**src/rtl/slow_tick_monitor.sv**
```systemverilog
// rtl/slow_tick_monitor.sv - measures rise-to-rise period of a slow divided clock, with lock and timeout flags.
// Optional high-time measurement is built when SLOW_TICK_HIGH_TIME_EN is defined.
module slow_tick_monitor #(
    parameter int                CNT_W         = 26,
    parameter logic [CNT_W-1:0]  TIMEOUT_LIMIT = 26'd40_000_000
) (
    input  logic             clk_in,
    input  logic             rst_n,
    input  logic             divided_clk,
    output logic             tick_rise,
    output logic [CNT_W-1:0] period,
    output logic             period_valid,
    output logic             locked,
    output logic             timeout
`ifdef SLOW_TICK_HIGH_TIME_EN
    ,
    output logic             tick_fall,
    output logic [CNT_W-1:0] high_time
`endif
);

    typedef enum logic [1:0] {
        ST_IDLE    = 2'd0,
        ST_MEASURE = 2'd1,
        ST_TRACK   = 2'd2
    } state_t;

    localparam logic [CNT_W-1:0] LP_TO_THRESH = TIMEOUT_LIMIT - {{(CNT_W-1){1'b0}}, 1'b1};

    logic             r_s1;
    logic             r_s2;
    logic             r_s3;
    logic [1:0]       r_vld;
    logic             r_seen_low;
    logic [CNT_W-1:0] r_cnt;
    logic [CNT_W-1:0] r_period;
    logic             r_tick_rise;
    logic             r_period_valid;
    logic             r_locked;
    logic             r_timeout;
    state_t           r_state;
    state_t           w_next_state;
    logic             w_rise;
    logic             w_to_hit;
    logic [CNT_W-1:0] w_cnt_inc;

    // An edge only counts once a real low has passed the synchronizer, so a
    // level already high at reset release never looks like a rise.
    always_ff @(posedge clk_in or negedge rst_n) begin
        if (!rst_n) begin
            r_s1       <= 1'b0;
            r_s2       <= 1'b0;
            r_s3       <= 1'b0;
            r_vld      <= 2'b00;
            r_seen_low <= 1'b0;
        end else begin
            r_s1       <= divided_clk;
            r_s2       <= r_s1;
            r_s3       <= r_s2;
            r_vld      <= {r_vld[0], 1'b1};
            r_seen_low <= r_seen_low | (r_vld[1] & ~r_s2);
        end
    end

    assign w_rise    = r_s2 & ~r_s3 & r_seen_low;
    assign w_to_hit  = (r_cnt == LP_TO_THRESH) & ~w_rise;
    assign w_cnt_inc = r_cnt + 1'b1;

    always_ff @(posedge clk_in or negedge rst_n) begin
        if (!rst_n) begin
            r_state <= ST_IDLE;
        end else begin
            r_state <= w_next_state;
        end
    end

    always_comb begin
        w_next_state = r_state;
        if (w_rise) begin
            case (r_state)
                ST_IDLE:    w_next_state = ST_MEASURE;
                ST_MEASURE: w_next_state = ST_TRACK;
                ST_TRACK:   w_next_state = ST_TRACK;
                default:    w_next_state = ST_IDLE;
            endcase
        end else if (w_to_hit) begin
            w_next_state = ST_IDLE;
        end
    end

    always_ff @(posedge clk_in or negedge rst_n) begin
        if (!rst_n) begin
            r_tick_rise    <= 1'b0;
            r_cnt          <= '0;
            r_period       <= '0;
            r_period_valid <= 1'b0;
            r_locked       <= 1'b0;
            r_timeout      <= 1'b0;
        end else begin
            r_tick_rise <= w_rise;
            if (w_rise) begin
                r_cnt <= '0;
            end else if (r_cnt != '1) begin
                r_cnt <= w_cnt_inc;
            end
            if (w_rise) begin
                r_timeout <= 1'b0;
                // The first rise after IDLE is only a reference edge.
                if (r_state != ST_IDLE) begin
                    r_period       <= w_cnt_inc;
                    r_period_valid <= 1'b1;
                    r_locked       <= (r_state == ST_TRACK) && (w_cnt_inc == r_period);
                end
            end else if (w_to_hit) begin
                r_timeout      <= 1'b1;
                r_period_valid <= 1'b0;
                r_locked       <= 1'b0;
            end
        end
    end

    assign tick_rise    = r_tick_rise;
    assign period       = r_period;
    assign period_valid = r_period_valid;
    assign locked       = r_locked;
    assign timeout      = r_timeout;

`ifdef SLOW_TICK_HIGH_TIME_EN
    logic             w_fall;
    logic             r_tick_fall;
    logic [CNT_W-1:0] r_high_time;

    assign w_fall = ~r_s2 & r_s3 & r_seen_low;

    always_ff @(posedge clk_in or negedge rst_n) begin
        if (!rst_n) begin
            r_tick_fall <= 1'b0;
            r_high_time <= '0;
        end else begin
            r_tick_fall <= w_fall;
            if (w_fall) begin
                r_high_time <= w_cnt_inc;
            end
        end
    end

    assign tick_fall = r_tick_fall;
    assign high_time = r_high_time;
`endif

endmodule

```
**config.mk**
```make
export PLATFORM = sky130hd
export DESIGN_NAME = slow_tick_monitor
export DESIGN_NICKNAME = d
export VERILOG_FILES = /design/src/rtl/slow_tick_monitor.sv
export SDC_FILE = /design/constraint.sdc
export NUM_CORES = 1
export LEC_CHECK = 0
export ABC_AREA = 1
export BUFFER_PORTS_ARGS = -buffer_cell sky130_fd_sc_hd__buf_2
export CAP_MARGIN = 5
export CORE_MARGIN = 1
export CORE_UTILIZATION = 30
export DETAILED_ROUTE_END_ITERATION = 10
export GPL_ROUTABILITY_DRIVEN = 0
export HOLD_SLACK_MARGIN = 0.06
export PLACE_DENSITY_LB_ADDON = 0.1
export SLEW_MARGIN = 20
export SYNTH_ARGS = -nofsm -noshare
export SYNTH_HDL_FRONTEND = slang
export SYNTH_SLANG_ARGS = --single-unit
```
**constraint.sdc**
```tcl
create_clock -name clk_in -period 2.1 [get_ports clk_in]
set_clock_uncertainty 0.2 [all_clocks]
set_input_delay 0.42 -clock clk_in [delete_from_list [all_inputs] [get_ports clk_in]]
set_output_delay 0.42 -clock clk_in [all_outputs]
set_load 0.01 [all_outputs]
```
==> qor.yml <==
yosysUniqueCellTypes: 29
combPwrFrac_pct: 18.6
maxCapViolations: 0
crit_chain: "ha_4, nand2_4, nor2_8, nand2_4, buf_12, nor2_8, nand2_2, nand2_2, nand2_2, nand2_1, nand2_1, nor2_1, nand2_1, nor2_1, nand2_1, nand2_1"
synth.area.top_cells: "dfrtp_1 43%, nand2_1 17%, nand3_1 6.0%, inv_1 5.8%, nor2_1 4.4%"
wl_met2_microns: 5030
wl_met3_microns: 454
yosysTopAreaCell: "dfrtp_1"
rsz0062_at_grt: "yes"
initial_core_util_pct: 30.7
layout-drive-gt1-share_pct: 21.4
cp-end-kind: "flip-flop"
h-tree-depth: 3
fp.dieArea_sq_um: 12700
synth_edf_count: 0
pwr-share-seq_pct: 39.8
ir_worst_vdd_mv: 0.454
clk_transition_reported_paths_ps: 50
drtIter0Drc: 155
wl_per_cell_microns: 14.7
period_share_pct: 99.8
met1_length_microns: 5040
vias_per_cell: 4.70
synth_ff_type: "dfrtp_1"
switching_share_pct: 29.2
hold_class: "reg -> reg"
grt_usage_pct: 18.8
status: "finished clean"
tightest_slew_ps: 529
num_vias: 3460
grt_max_degree: 26
min_period_ps: 2100
critical_path_arrival_ps: 2180
synth_cells: 507
io_buffers: 32
fin_area_sq_um: 4720
pwr-share-clk_pct: 41.6
wl_microns: 10800
hpwl_microns: 8190
finalHoldWorstSlack_ps: 147
async_flop_share_pct: 100
final_core_util_pct: 39.3
slowest_delay_ps: 380
ctsRootBufferMaster: "clkbuf_16"
die_y_microns: 113
slew_viol_final: 0
p_sw_uw: 1040
worst_r2r_path_depth: 16
synthTopCellsByCount: "170 x nand2_1, 64 x dfrtp_1, 57 x inv_1"
crit_required_ps: 2180
synth_most_common_cell: "nand2_1"
drc: 0
io-pin-count: 33
antenna_found_initial: 0
postSynthAreaPerCell_sq_um: 7.27
synth_warnings: 0
fin_nets: 592
die_w_microns: 113
path_common_cell: "nand2_1"
timing.slew.headroom_pct: 64.7
area_growth_pct: 28.0
synthesis.nets: 514
highest_layer: "met4"
core_sq_um: 12000
grt_pass1_wl_microns: 17900
clockBufferDepth: 2
hold_viol: 0
floorplan.rows: 40
max_freq_mhz: 477
yosysTopAreaCellShare_pct: 43.4
p_leak_uw: 0.00241
critPathLaunchType: "flip-flop"
cts_made_buffers: 9
path_class: "reg -> reg"
intPower_uw: 2530
drt-pass1-iter-count: 4
setup_viol: 0
hold_depth: 0
grt_overflow_total: 0
place_area_sq_um: 4330
ys_seq_area_share_pct: 43.4
synthesis.area_sq_um: 3690
cellPowerDensity_nw_per_um2: 756
critPathMaxFanout: 8
cts_tree: "built"
cts_sinks: 64
cpMaxStageDelayCell: "dfrtp_1"
clk_latency_ps: 350
grt_pass1_vias: 3532
diodes: 0
ant_nets: 0
synth_seq_cells: 64
## power groups by stage
stage / combinational (uW) / sequential [uW] / clock [uW]
finish: 665 / 1420 / 1480
global route: 765 / 1430 / 1580
CTS: 679 / 1420 / 1540
detailed placement: 649 / 1430 / 0
global placement: 640 / 1430 / 0
floorplan: 380 / 1450 / 0
## registers in the layout (all words and copies together) (netlist names)
| register | count |
|---|---|
| r_cnt | 26 |
| period | 26 |
| period_valid | 1 |
| r_vld | 2 |
| r_state | 2 |
| timeout | 1 |
| r_s1 | 1 |
| r_seen_low | 1 |
| tick_rise | 1 |
| r_s3 | 1 |
| locked | 1 |
| r_s2 | 1 |
## metal layers
| metal | GRT usage, % | up-vias |
|---|---|---|
| li1 | - | 1780 |
| met1 | 23.7 | 1605 |
| met2 | 30.9 | 59 |
| met3 | 5.36 | 16 |
| met4 | 6.67 | 0 |
| met5 | 0 | - |
## cell usage in the layout, fill, tap and decap left out, drive strengths merged, types with 4 or more instances in the layout
cell type,synthesis,final
buf,3,76
ha,4,4
nand3b,16,16
clkbuf,8,12
nand3,44,44
a21oi,23,23
dfrtp,64,64
inv,58,58
nor2,52,52
o21ai,33,33
nand2,182,182
nand4,9,9
## worst max-delay path: cells and delay by family, from the launching register on
family,cells,cell delay (ps)
DFF,1,380
buffers and inverters,1,140
and+or+nand+nor,14,1130
adders and majority gates,1,170
## kinds of logic (layout without fill, tap and decap cells)
group | count (synthesis) | count (layout) | share of synthesized area (%)
fa+ha+maj | 4 | 4 | 1.36
other cells | 1 | 1 | 0.102
simple gates | 307 | 307 | 38.9
compound gates | 59 | 59 | 8.15
flops | 64 | 64 | 43.4
buf+inv | 70 | 152 | 7.23
xor+xnor | 2 | 2 | 0.849
## per-stage QoR
| step | cells | total power [uW] | TNS (ps) | setup WS [ps] |
|---|---|---|---|---|
| after floorplan | 507 | 1830 | 0 | 164 |
| after global placement | 715 | 2070 | -50.1 | -50.1 |
| after detailed placement | 715 | 2080 | -65.7 | -65.7 |
| after CTS | 734 | 3640 | 0 | 2.06 |
| after global routing | 736 | 3780 | -1370 | -182 |
| final | 736 | 3570 | 0 | 4.69 |
## worst paths after layout
check	from	end	slack [ps]
worst max register to register	r_cnt[1]	locked	5
worst min register to register	r_vld[0]	r_vld[1]	150
max in group asynchronous	rst_n	r_s3	790
worst min-delay path	r_vld[0]	r_vld[1]	150
worst max-delay path	r_cnt[1]	locked	5
min in group asynchronous	rst_n	period[0]	390
## area by class of cell
cell class / instances / area, sq um
tap: 147 / 184
fill: 1328 / 7290
inverter: 59 / 221
timing repair buffer: 78 / 556
sequential: 64 / 1600
clock buffer: 12 / 246
clock inverter: 3 / 42.5
multi-input combinational: 373 / 1860
## timing repair
item | in CTS | in global routing
endpoints found under the setup margin | 1 | 11
buffers inserted | 2 | 2
hold endpoints to repair | 17 | 0
pin swaps | 7 | 3
gates resized for setup | 11 | 6
hold buffers | 2 | 0
Power figures use the tool's default switching activity.
